===== src/rtl/hidden_neuron_mac.sv =====
// Single-neuron multiply-accumulate: streams numInputs samples against weights, adds bias, emits one result.
// Optional ReLU activation on the output is enabled by defining HIDDEN_NEURON_RELU_EN.
module hidden_neuron_mac #(
    parameter int numInputs    = 784,
    parameter int addressWidth = 10,
    parameter int dataWidth    = 16,
    parameter int fracBits     = 12
) (
    input  logic                        clk,
    input  logic                        rst,
    input  logic                        in_valid,
    input  logic signed [dataWidth-1:0] in_data,
    output logic                        in_ready,
    input  logic signed [dataWidth-1:0] bias,
    output logic                        ren,
    output logic [addressWidth:0]       raddr,
    input  logic signed [dataWidth-1:0] wout,
    output logic                        out_valid,
    output logic signed [dataWidth-1:0] out_data
);

    localparam int ACCW = 2 * dataWidth;
    localparam logic [addressWidth:0] LAST_IDX = (addressWidth + 1)'(numInputs - 1);
    localparam logic [addressWidth:0] IDX_ONE  = {{addressWidth{1'b0}}, 1'b1};
    localparam logic signed [ACCW-1:0] ACC_MAX = {1'b0, {(ACCW-1){1'b1}}};
    localparam logic signed [ACCW-1:0] ACC_MIN = {1'b1, {(ACCW-1){1'b0}}};
    localparam logic signed [dataWidth-1:0] OUT_MAX = {1'b0, {(dataWidth-1){1'b1}}};
    localparam logic signed [dataWidth-1:0] OUT_MIN = {1'b1, {(dataWidth-1){1'b0}}};

    typedef enum logic [1:0] {ACC, DRAIN, BIAS, OUT} state_t;

    state_t                        r_state;
    logic [addressWidth:0]         r_index;
    logic [1:0]                    r_drain_cnt;
    logic                          r_d1_valid;
    logic signed [dataWidth-1:0]   r_in_d1;
    logic                          r_p_valid;
    logic signed [ACCW-1:0]        r_prod;
    logic signed [ACCW-1:0]        r_acc;
    logic                          r_out_valid;
    logic signed [dataWidth-1:0]   r_out_data;

    logic                          w_accept;
    logic signed [ACCW-1:0]        w_in_ext;
    logic signed [ACCW-1:0]        w_w_ext;
    logic signed [ACCW-1:0]        w_bias_shift;
    logic signed [ACCW-1:0]        w_acc_bias;
    logic signed [ACCW-1:0]        w_shifted;
    logic                          w_in_range;
    logic signed [dataWidth-1:0]   w_sat;
    logic signed [dataWidth-1:0]   w_result;

    function automatic logic signed [ACCW-1:0] sat_add(input logic signed [ACCW-1:0] a,
                                                       input logic signed [ACCW-1:0] b);
        logic signed [ACCW:0] s;
        s = {a[ACCW-1], a} + {b[ACCW-1], b};
        if (s[ACCW] != s[ACCW-1])
            sat_add = s[ACCW] ? ACC_MIN : ACC_MAX;
        else
            sat_add = s[ACCW-1:0];
    endfunction

    assign in_ready = (r_state == ACC) && !rst;
    assign w_accept = in_valid && in_ready;
    assign ren      = w_accept;
    assign raddr    = w_accept ? r_index : '0;

    // Operands widened first so the product is a full-width signed multiply.
    assign w_in_ext     = {{(ACCW-dataWidth){r_in_d1[dataWidth-1]}}, r_in_d1};
    assign w_w_ext      = {{(ACCW-dataWidth){wout[dataWidth-1]}}, wout};
    assign w_bias_shift = {{(ACCW-dataWidth){bias[dataWidth-1]}}, bias} <<< fracBits;
    assign w_acc_bias   = sat_add(r_acc, w_bias_shift);
    assign w_shifted    = w_acc_bias >>> fracBits;

    assign w_in_range = (&w_shifted[ACCW-1:dataWidth-1]) || !(|w_shifted[ACCW-1:dataWidth-1]);
    assign w_sat      = w_in_range ? w_shifted[dataWidth-1:0]
                                   : (w_shifted[ACCW-1] ? OUT_MIN : OUT_MAX);

`ifdef HIDDEN_NEURON_RELU_EN
    assign w_result = w_sat[dataWidth-1] ? '0 : w_sat;
`else
    assign w_result = w_sat;
`endif

    assign out_valid = r_out_valid;
    assign out_data  = r_out_data;

    always_ff @(posedge clk) begin
        if (rst) begin
            r_state     <= ACC;
            r_index     <= '0;
            r_drain_cnt <= '0;
            r_d1_valid  <= 1'b0;
            r_in_d1     <= '0;
            r_p_valid   <= 1'b0;
            r_prod      <= '0;
            r_acc       <= '0;
            r_out_valid <= 1'b0;
            r_out_data  <= '0;
        end else begin
            r_d1_valid  <= w_accept;
            r_in_d1     <= in_data;
            r_p_valid   <= r_d1_valid;
            r_prod      <= w_in_ext * w_w_ext;
            r_out_valid <= 1'b0;

            if (r_p_valid)
                r_acc <= sat_add(r_acc, r_prod);

            case (r_state)
                ACC: begin
                    if (w_accept) begin
                        if (r_index == LAST_IDX) begin
                            r_index     <= '0;
                            r_drain_cnt <= '0;
                            r_state     <= DRAIN;
                        end else begin
                            r_index <= r_index + IDX_ONE;
                        end
                    end
                end
                DRAIN: begin
                    // Three cycles cover the in_data delay, product and accumulate stages.
                    if (r_drain_cnt == 2'd2)
                        r_state <= BIAS;
                    else
                        r_drain_cnt <= r_drain_cnt + 2'd1;
                end
                BIAS: begin
                    r_acc       <= w_acc_bias;
                    r_out_data  <= w_result;
                    r_out_valid <= 1'b1;
                    r_state     <= OUT;
                end
                OUT: begin
                    r_acc   <= '0;
                    r_state <= ACC;
                end
                default: r_state <= ACC;
            endcase
        end
    end

endmodule


===== config.mk =====
export PLATFORM = sky130hd
export DESIGN_NAME = hidden_neuron_mac
export DESIGN_NICKNAME = d
export VERILOG_FILES = /design/src/rtl/hidden_neuron_mac.sv
export SDC_FILE = /design/constraint.sdc
export NUM_CORES = 1
export LEC_CHECK = 0
export ABC_AREA = 1
export ABC_CLOCK_PERIOD_IN_PS = 7590
export CORE_MARGIN = 2
export CORE_UTILIZATION = 62
export DETAILED_ROUTE_END_ITERATION = 8
export GPL_TIMING_DRIVEN = 1
export HOLD_SLACK_MARGIN = 0.03
export PLACE_DENSITY = 0.89
export SETUP_SLACK_MARGIN = 0.15
export SYNTH_ARGS = -nofsm -noshare
export SYNTH_HDL_FRONTEND = slang
export SYNTH_SLANG_ARGS = --single-unit

===== constraint.sdc =====
create_clock -name clk -period 7.59 [get_ports clk]
set_input_delay 1.1385 -clock clk [delete_from_list [all_inputs] [get_ports clk]]
set_output_delay 1.1385 -clock clk [all_outputs]
set_load 0.05 [all_outputs]

# == Yosys cells after proc, flatten, opt, wreduce, memory -nomap -nowiden ==
# Cells that the tools add are included.
# totals
reg_bits,114
out_inout_bits,30
word_cells,58
# op_classes
n_addsub,4
n_mux,19
n_reduce_logical,13
n_mul,1
n_eq_ne,11
# op_table
cell,n
32-bit 2-to-1 mux,5
32-bit one-hot mux with 2 select lines,1
32-bit by 28-bit adder with 33-bit output,1
32-bit by 32-bit adder with 33-bit output,1
16-bit by 16-bit multiplier with 32-bit output,1
16-bit 2-to-1 mux,2
11-bit 2-to-1 mux,2
2-bit 2-to-1 mux,6
"11-bit by 1-bit adder with 11-bit output, second input constant",1
"11-bit by 10-bit equality test with 1-bit output, second input constant",1
2-bit one-hot mux with 4 select lines,1
"2-bit equality test, second input constant",3
"2-bit inequality test, second input constant",3
5-bit AND reduction,1
5-bit OR reduction,1
2-bit one-hot mux with 2 select lines,1
4-bit AND reduction,1
3-bit AND reduction,1
3-bit nonzero test,1
"2-bit by 1-bit adder with 2-bit output, second input constant",1
"2-bit by 1-bit equality test with 1-bit output, second input constant",1
1-bit logical AND,2
1-bit zero test,2
2-bit zero test,1
other kinds (6),7

# == Depth between registers and ports, before layout ==
# logic_depth
depth_word,7
mapped_depth,27
mapped_depth_nobuf,25

# == Worst setup path after synthesis ==
# No wires, ideal clock.
# synth_path
path_type,input to register
startpoint,in wout[5]
endpoint,reg r_prod[28]
t_required_ps,7469
setup_slack_ps,962
setup_time_ps,121
path_buffers,2
stages,24
arrival_ps,6507
path_cell_list,clkbuf_1 -> clkbuf_1 -> nand2_1 -> fa_1 -> inv_1 -> fa_1 -> inv_1 -> fa_1 -> inv_1 -> fa_1 -> fa_1 -> inv_1 -> fa_1 -> inv_1 -> ha_1 -> nand2_1 -> nor2_1 -> inv_1 -> nor2_1 -> nand4_1 -> o211ai_1 -> a31oi_1 -> o21ai_0 -> a21oi_1
# synth_between
elab_chain_cells,1
# synth_lines
item,line_no,text
from (decl),17,"input logic signed [dataWidth-1:0] wout,"
16-bit by 16-bit multiplier with 32-bit output,104,r_prod <= w_in_ext * w_w_ext;
to (signal assigned),104,
to (decl),38,logic signed [ACCW-1:0] r_prod;
# No other way between the ends.
# A chain may end at the register's enable or synchronous reset.

# == Final worst setup path ==
# layout_path
startpoint,in wout[4]
endpoint,reg r_prod[22]
# The elaborated chain is that of the path after synthesis.

==> flow_summary_export.csv <==
group,metric,value,unit
run_status,status,"completed",
worst_setup_path,cp_max_fo,9,
power,peakVddDrop,0.360,mV
sta,fin_crit_sh,93.7,%
worst_setup_path,path_cells,"clkdlybuf4s50_1 -> buf_4 -> nand2_1 -> inv_1 -> fa_1 -> inv_1 -> fa_1 -> fa_1 -> inv_1 -> fa_1 -> fa_1 -> inv_1 -> fa_1 -> inv_1 -> ha_1 -> nand2_1 -> nor2_1 -> nand2_1 -> o21ai_0 -> a21oi_1 -> o21ai_0 -> a21oi_1 -> o21ai_0 -> nor2_1",
worst_setup_path,crit_top_cell,"fa_1",
layout,layout-drive-gt1-share,4.35,%
floorplan,dieArea,30600,um^2
floorplan,start_util,63.1,%
power,internal-power,0.00349,W
global_routing,grt_max_degree,49,
yosys,netlist_instances,2543,
power,seqPwrFrac,12.1,%
power,pwr-share-clk,10.3,%
power,sw_frac_of_total,56.7,%
detailed_routing,drt-total-wl,46000,um
worst_setup_path,end_kind,"register",
detailed_routing,drcViolationCount,0,
floorplan,io_pins,81,
worst_setup_path,arrival,7440,ps
floorplan,die_y,175,um
sta,rsz0062_at_grt,"false",
yosys,synth_xor_area_share,2.18,%
placement,io_buffers,80,
yosys,ys_seq_elements,114,
yosys,synth_top_family_by_area,"adder cells",
layout,fin_util,68.6,%
global_routing,grt_pass1_wl,78500,um
yosys,yosysWarnings,0,
floorplan,core-area,28700,um^2
clocking,cts_resized,0,
sta,fmax,141,MHz
worst_setup_path,worstSetupStartpointType,"primary input",
yosys,syn_nets,3001,
global_routing,grt_usage,31.9,%
sta,finalHoldViolCount,0,
power,comb_power_share,77.6,%
detailed_routing,viasPerCell,5.50,
placement,place_area,19100,um^2
worst_setup_path,cp_slowest_cell,"clkdlybuf4s50_1",
yosys,synth_area,18100,um^2
clocking,root_buffer,"clkbuf_16",
clocking,clk_pin_slew_worst_paths,60,ps
job,cap_violations,0,
yosys,synth_fa_ha_area_share,39.1,%
clocking,post_cts_buffers,0,
worst_setup_path,crit_buf_inv,7,
global_routing,antenna_found_initial,0,
detailed_routing,dr.pass1.iters,6,
yosys,synth-seq-area-share,12.6,%
layout,synthToLayoutAreaGrowth,8.72,%
hold_path,hp-class,"register to register",
clocking,clock_sinks,114,
global_routing,grt_pass1_vias,16913,
floorplan,fp-row-count,62,
yosys,synthMuxAreaShare,0,%
yosys,synth_area_per_cell,7.12,um^2
sta,worst_pin_slew,1070,ps
power,p_per_area,410,nW/um^2
clocking,clk_latency,450,ps
worst_setup_path,critical-path-max-stage-delay,610,ps
floorplan,die_w,175,um
global_routing,grt_overflow_total,0,
yosys,yosysUniqueCellTypes,46,
yosys,synth-compound-area-share,9.77,%
layout,diodes,0,
power,net-switching-power,0.00458,W
clocking,postCtsHoldBufs,0,
placement,gp_congestion,0.995,
sta,relSlewSlack,28.9,%
sta,finalCriticalPeriod,7110,ps
sta,fin_skew,16.4,ps
clocking,cts_buffers,17,
detailed_routing,detail-route-antenna-nets,0,
worst_setup_path,critPathTopFamily,"adder cells",
sta,slew_violations,0,
sta,setup_tns,0,ps
layout,fin_nets,3022,
detailed_routing,dr.first_iter.drc_count,1252,
clocking,cts_tree,"done",
worst_setup_path,cp.required,7920,ps
placement,dp_hpwl,37200,um
worst_setup_path,critPathKind,"primary input to register",
detailed_routing,routed-via-count,16290,
yosys,synthSimpleGateAreaFrac,21.0,%
power,p_leak,11.2,nW
layout,finalInstanceArea,19700,um^2
sta,final-setup-viol-count,0,
detailed_routing,post_drt_wl_per_cell,15.5,um
sta,hold_slack,401,ps
clocking,cts.htree.levels,4,
clocking,clk_path_buf_depth,2,
[flip-flops by register name (all words and copies together), names as in the netlist]
name / count
r_state: 2
r_p_valid: 1
r_index: 11
out_data: 16
out_valid: 1
r_prod: 32
r_drain_cnt: 2
r_in_d1: 16
r_acc: 32
r_d1_valid: 1
[per-stage QoR]
| step | instances | setup WS, ps | total power (W) |
|---|---|---|---|
| after CTS | 2961 | 470 | 0.00797 |
| after floorplan | 2543 | 962 | 0.00569 |
| after global placement | 2929 | 252 | 0.00684 |
| final | 2961 | 481 | 0.00808 |
| after global routing | 2961 | 165 | 0.00894 |
| after detailed placement | 2929 | 47.6 | 0.00706 |
[power by group through the flow]
stage / Combinational [W] / Sequential, W / Clock (W)
after floorplan: 0.00469 / 0.00101 / 0
after global placement: 0.00586 / 0.000979 / 0
after detailed placement: 0.00608 / 0.000980 / 0
after CTS: 0.00615 / 0.000972 / 0.000840
after global routing: 0.00708 / 0.000990 / 0.000869
final: 0.00627 / 0.000977 / 0.000833
[cell usage after synthesis, drive strengths merged]
library cell	number	area (um^2)
xnor2	9	78.8
o21bai	9	67.6
dfxtp	114	2280
nor3	15	80.1
a21boi	4	30.0
inv	631	2370
or2	14	87.6
a211oi	2	15.0
ha	143	1790
o21a	16	120
nand2	657	2520
o21ai	116	584
clkbuf	80	300
nand4	15	113
a31oi	5	46.3
a311o	1	10.0
buf	14	118
nand3b	3	35.0
nor2	171	667
xor2	36	315
a21o	5	37.5
a21oi	162	830
o211ai	4	30.0
fa	264	5290
and2	3	18.8
nand3	46	260
nor4	4	25.0
[kinds of logic (layout without fill, tap and decap cells)]
| kind of cell | after synthesis | after routing |
|---|---|---|
| xor+xnor | 45 | 45 |
| compound gates | 324 | 324 |
| flops | 114 | 114 |
| fa+ha+maj | 407 | 407 |
| simple gates | 928 | 928 |
| buf+inv | 725 | 759 |
[placed cells by master, fill, tap and decap left out, types with 36 or more instances in the layout]
master / instances
dfxtp_1: 114
xor2_1: 36
o21ai_0: 109
inv_1: 618
fa_1: 264
a21oi_1: 157
clkdlybuf4s50_1: 77
ha_1: 143
nor2_1: 166
nand3_1: 43
nand2_1: 638
[cell type report]
cell class / count / area, um^2
multi-input combinational: 1704 / 13000
clock inverter: 14 / 154
clock buffer: 18 / 439
tap: 384 / 480
timing repair buffer: 96 / 921
fill: 2329 / 9010
sequential: 114 / 2280
inverter: 631 / 2370
[final timing paths]
path                                  start          to  cells after the start  slack [ps]
worst min-delay path             r_d1_valid   r_p_valid                      2         400
worst min register to register   r_d1_valid   r_p_valid                      2         400
worst max-delay path                wout[4]  r_prod[22]                     24         480
worst max register to register  r_in_d1[15]  r_prod[31]                     19         950
[tightest hold or removal path: cells and delay by family, from the launching register on]
kind	cells	cell delay (ps)
flops	1	290
simple gates	1	30
buf+inv	1	40
[routing by layer]
layer	track usage [%]	wire length, um	vias up
met5	0	0	-
met4	13.6	1600	0
met3	5.90	3840	138
met2	53.9	22300	813
met1	40.1	18200	7746
li1	-	-	7593
No activity file was read; power rests on OpenSTA's default activity.
==> RTL change: new RTL, same settings <==
The parameter `addressWidth` goes from 10 to 9.
--- a/src/rtl/hidden_neuron_mac.sv
+++ b/src/rtl/hidden_neuron_mac.sv
@@ -2,7 +2,7 @@
 // Optional ReLU activation on the output is enabled by defining HIDDEN_NEURON_RELU_EN.
 module hidden_neuron_mac #(
     parameter int numInputs    = 784,
-    parameter int addressWidth = 10,
+    parameter int addressWidth = 9,
     parameter int dataWidth    = 16,
     parameter int fracBits     = 12
 ) (
Interface: changed (resized raddr); port bits go from 81 to 80. No check against the original RTL was run, so the function may have changed too.
==> RTL change against the original RTL <==
  * Final cell count shrank 0.81%
  * Non-clock buffer count is 5 higher
  * Clock power fell by 4.4%
  * Sequential cell count down 1
  * Critical path type unchanged
  * Final area shrank 0.88%
  * Worst setup slack better by 0.050 ns
  * Total power decreased by 3.8%
  * Routed wire length rose by 4.7%
  * Area after synthesis down 1.1%
  * Synthesized cell count decreased by 1.5%
==> RTL change: results <==
[outcome]
status = complete, no violations

[yosys]
seq_area_frac_synth = 0.126
synth_cell_type_count = 49
synthTopCellsByArea = fa_1 30%, inv_1 13%, dfxtp_1 13%

[placed_design]
portBuffers = 79
gp_congestion = 1.01
dp.cells = 2905

[sta]
skew_ns = 0.0139
slew_headroom = 0.250

[global_route]
grt_max_degree = 75
grt_usage = 0.330
grt_pass1_vias = 16500
grt_pass1_wl_um = 80200

[clocking]
clk_latency_ns = 0.43

[final_layout]
num-nonclk-inverters = 627
numSequentialCells = 113
fillers = 2427
multi_input_cells = 1680
multi_input_area_share = 0.661

[detailed_routing]
wire_per_inst_um = 16.4
drtIter0Drc = 1336
drt-pass1-iter-count = 7

[power]
peakVddDrop_uv = 298
p_leak_uw = 0.0110

[setup_path]
rr_worst_depth = 21
reg2reg_slack_ns = 1.12
startpoint = wout[8]
path_max_fanout = 16
arrival_ns = 7.33
reg2reg_to = r_prod[30]$_SDFF_PP0_
-- RTL change: changes by cell type after synthesis, moves of 19 or more --
| cell | unedited run | this run |
|---|---|---|
| nor2_1 | 167 | 218 |
| nand3_1 | 43 | 67 |
| nand2_1 | 638 | 590 |
| a21oi_1 | 157 | 123 |
| o21ai_0 | 109 | 90 |
-- RTL change: per-layer routing --
| layer | share of wire | global-route usage | vias to the layer above |
|---|---|---|---|
| met3 | 0.067 | 0.0448 | 184 |
| li1 | - | - | 7502 |
| met1 | 0.40 | 0.413 | 7537 |
| met5 | 0 | 0 | - |
| met4 | 0.040 | 0.118 | 0 |
| met2 | 0.49 | 0.586 | 688 |
-- RTL change: how the worst min path moves through the flow --
| stage | from | endpoint | slack [ns] | cells past startpoint |
|---|---|---|---|---|
| floorplan | r_d1_valid$_SDFF_PP0_ | r_p_valid$_SDFF_PP0_ | 0.39 | 2 |
| global placement | r_d1_valid$_SDFF_PP0_ | r_p_valid$_SDFF_PP0_ | 0.42 | 2 |
| detailed placement | r_d1_valid$_SDFF_PP0_ | r_p_valid$_SDFF_PP0_ | 0.42 | 2 |
| CTS | r_d1_valid$_SDFF_PP0_ | r_p_valid$_SDFF_PP0_ | 0.44 | 2 |
| global route | r_d1_valid$_SDFF_PP0_ | r_p_valid$_SDFF_PP0_ | 0.46 | 2 |
| finish | r_d1_valid$_SDFF_PP0_ | r_p_valid$_SDFF_PP0_ | 0.43 | 2 |
-- RTL change: critical path: stages --
cell             delay (ns)
clkdlybuf4s50_1        0.93
nand2_1                0.22
inv_1                  0.13
fa_1                   0.53
fa_1                   0.59
fa_1                   0.52
inv_1                  0.05
fa_1                   0.54
inv_1                  0.07
fa_1                   0.53
inv_1                  0.06
fa_1                   0.53
inv_1                  0.04
ha_1                   0.31
inv_1                  0.09
nor2_1                 0.10
inv_1                  0.05
nor2_1                 0.14
nand2_1                0.11
nor4_1                 0.19
nand2_1                0.10
o2111ai_1              0.11
xor2_1                 0.17
nor2_1                 0.06
-- RTL change: stage by stage --
step	util	setup slack [ns]
after floorplan	-	1.11
after global placement	0.664	0.385
after detailed placement	0.664	0.185
after CTS	0.684	0.616
after global routing	0.684	0.168
final	0.684	0.531
-- RTL change: kinds of logic after synthesis --
family / count (synthesis) / synth area share
simple gates: 962 / 0.223
buf+inv: 711 / 0.153
fa+ha+maj: 407 / 0.395
compound gates: 266 / 0.0805
flops: 113 / 0.126
xor+xnor: 45 / 0.0220
-- RTL change: where the power goes --
part	internal, uW	switching, uW	total [uW]
combinational	2130	3890	6020
sequential	790	168	957
clock	455	342	796
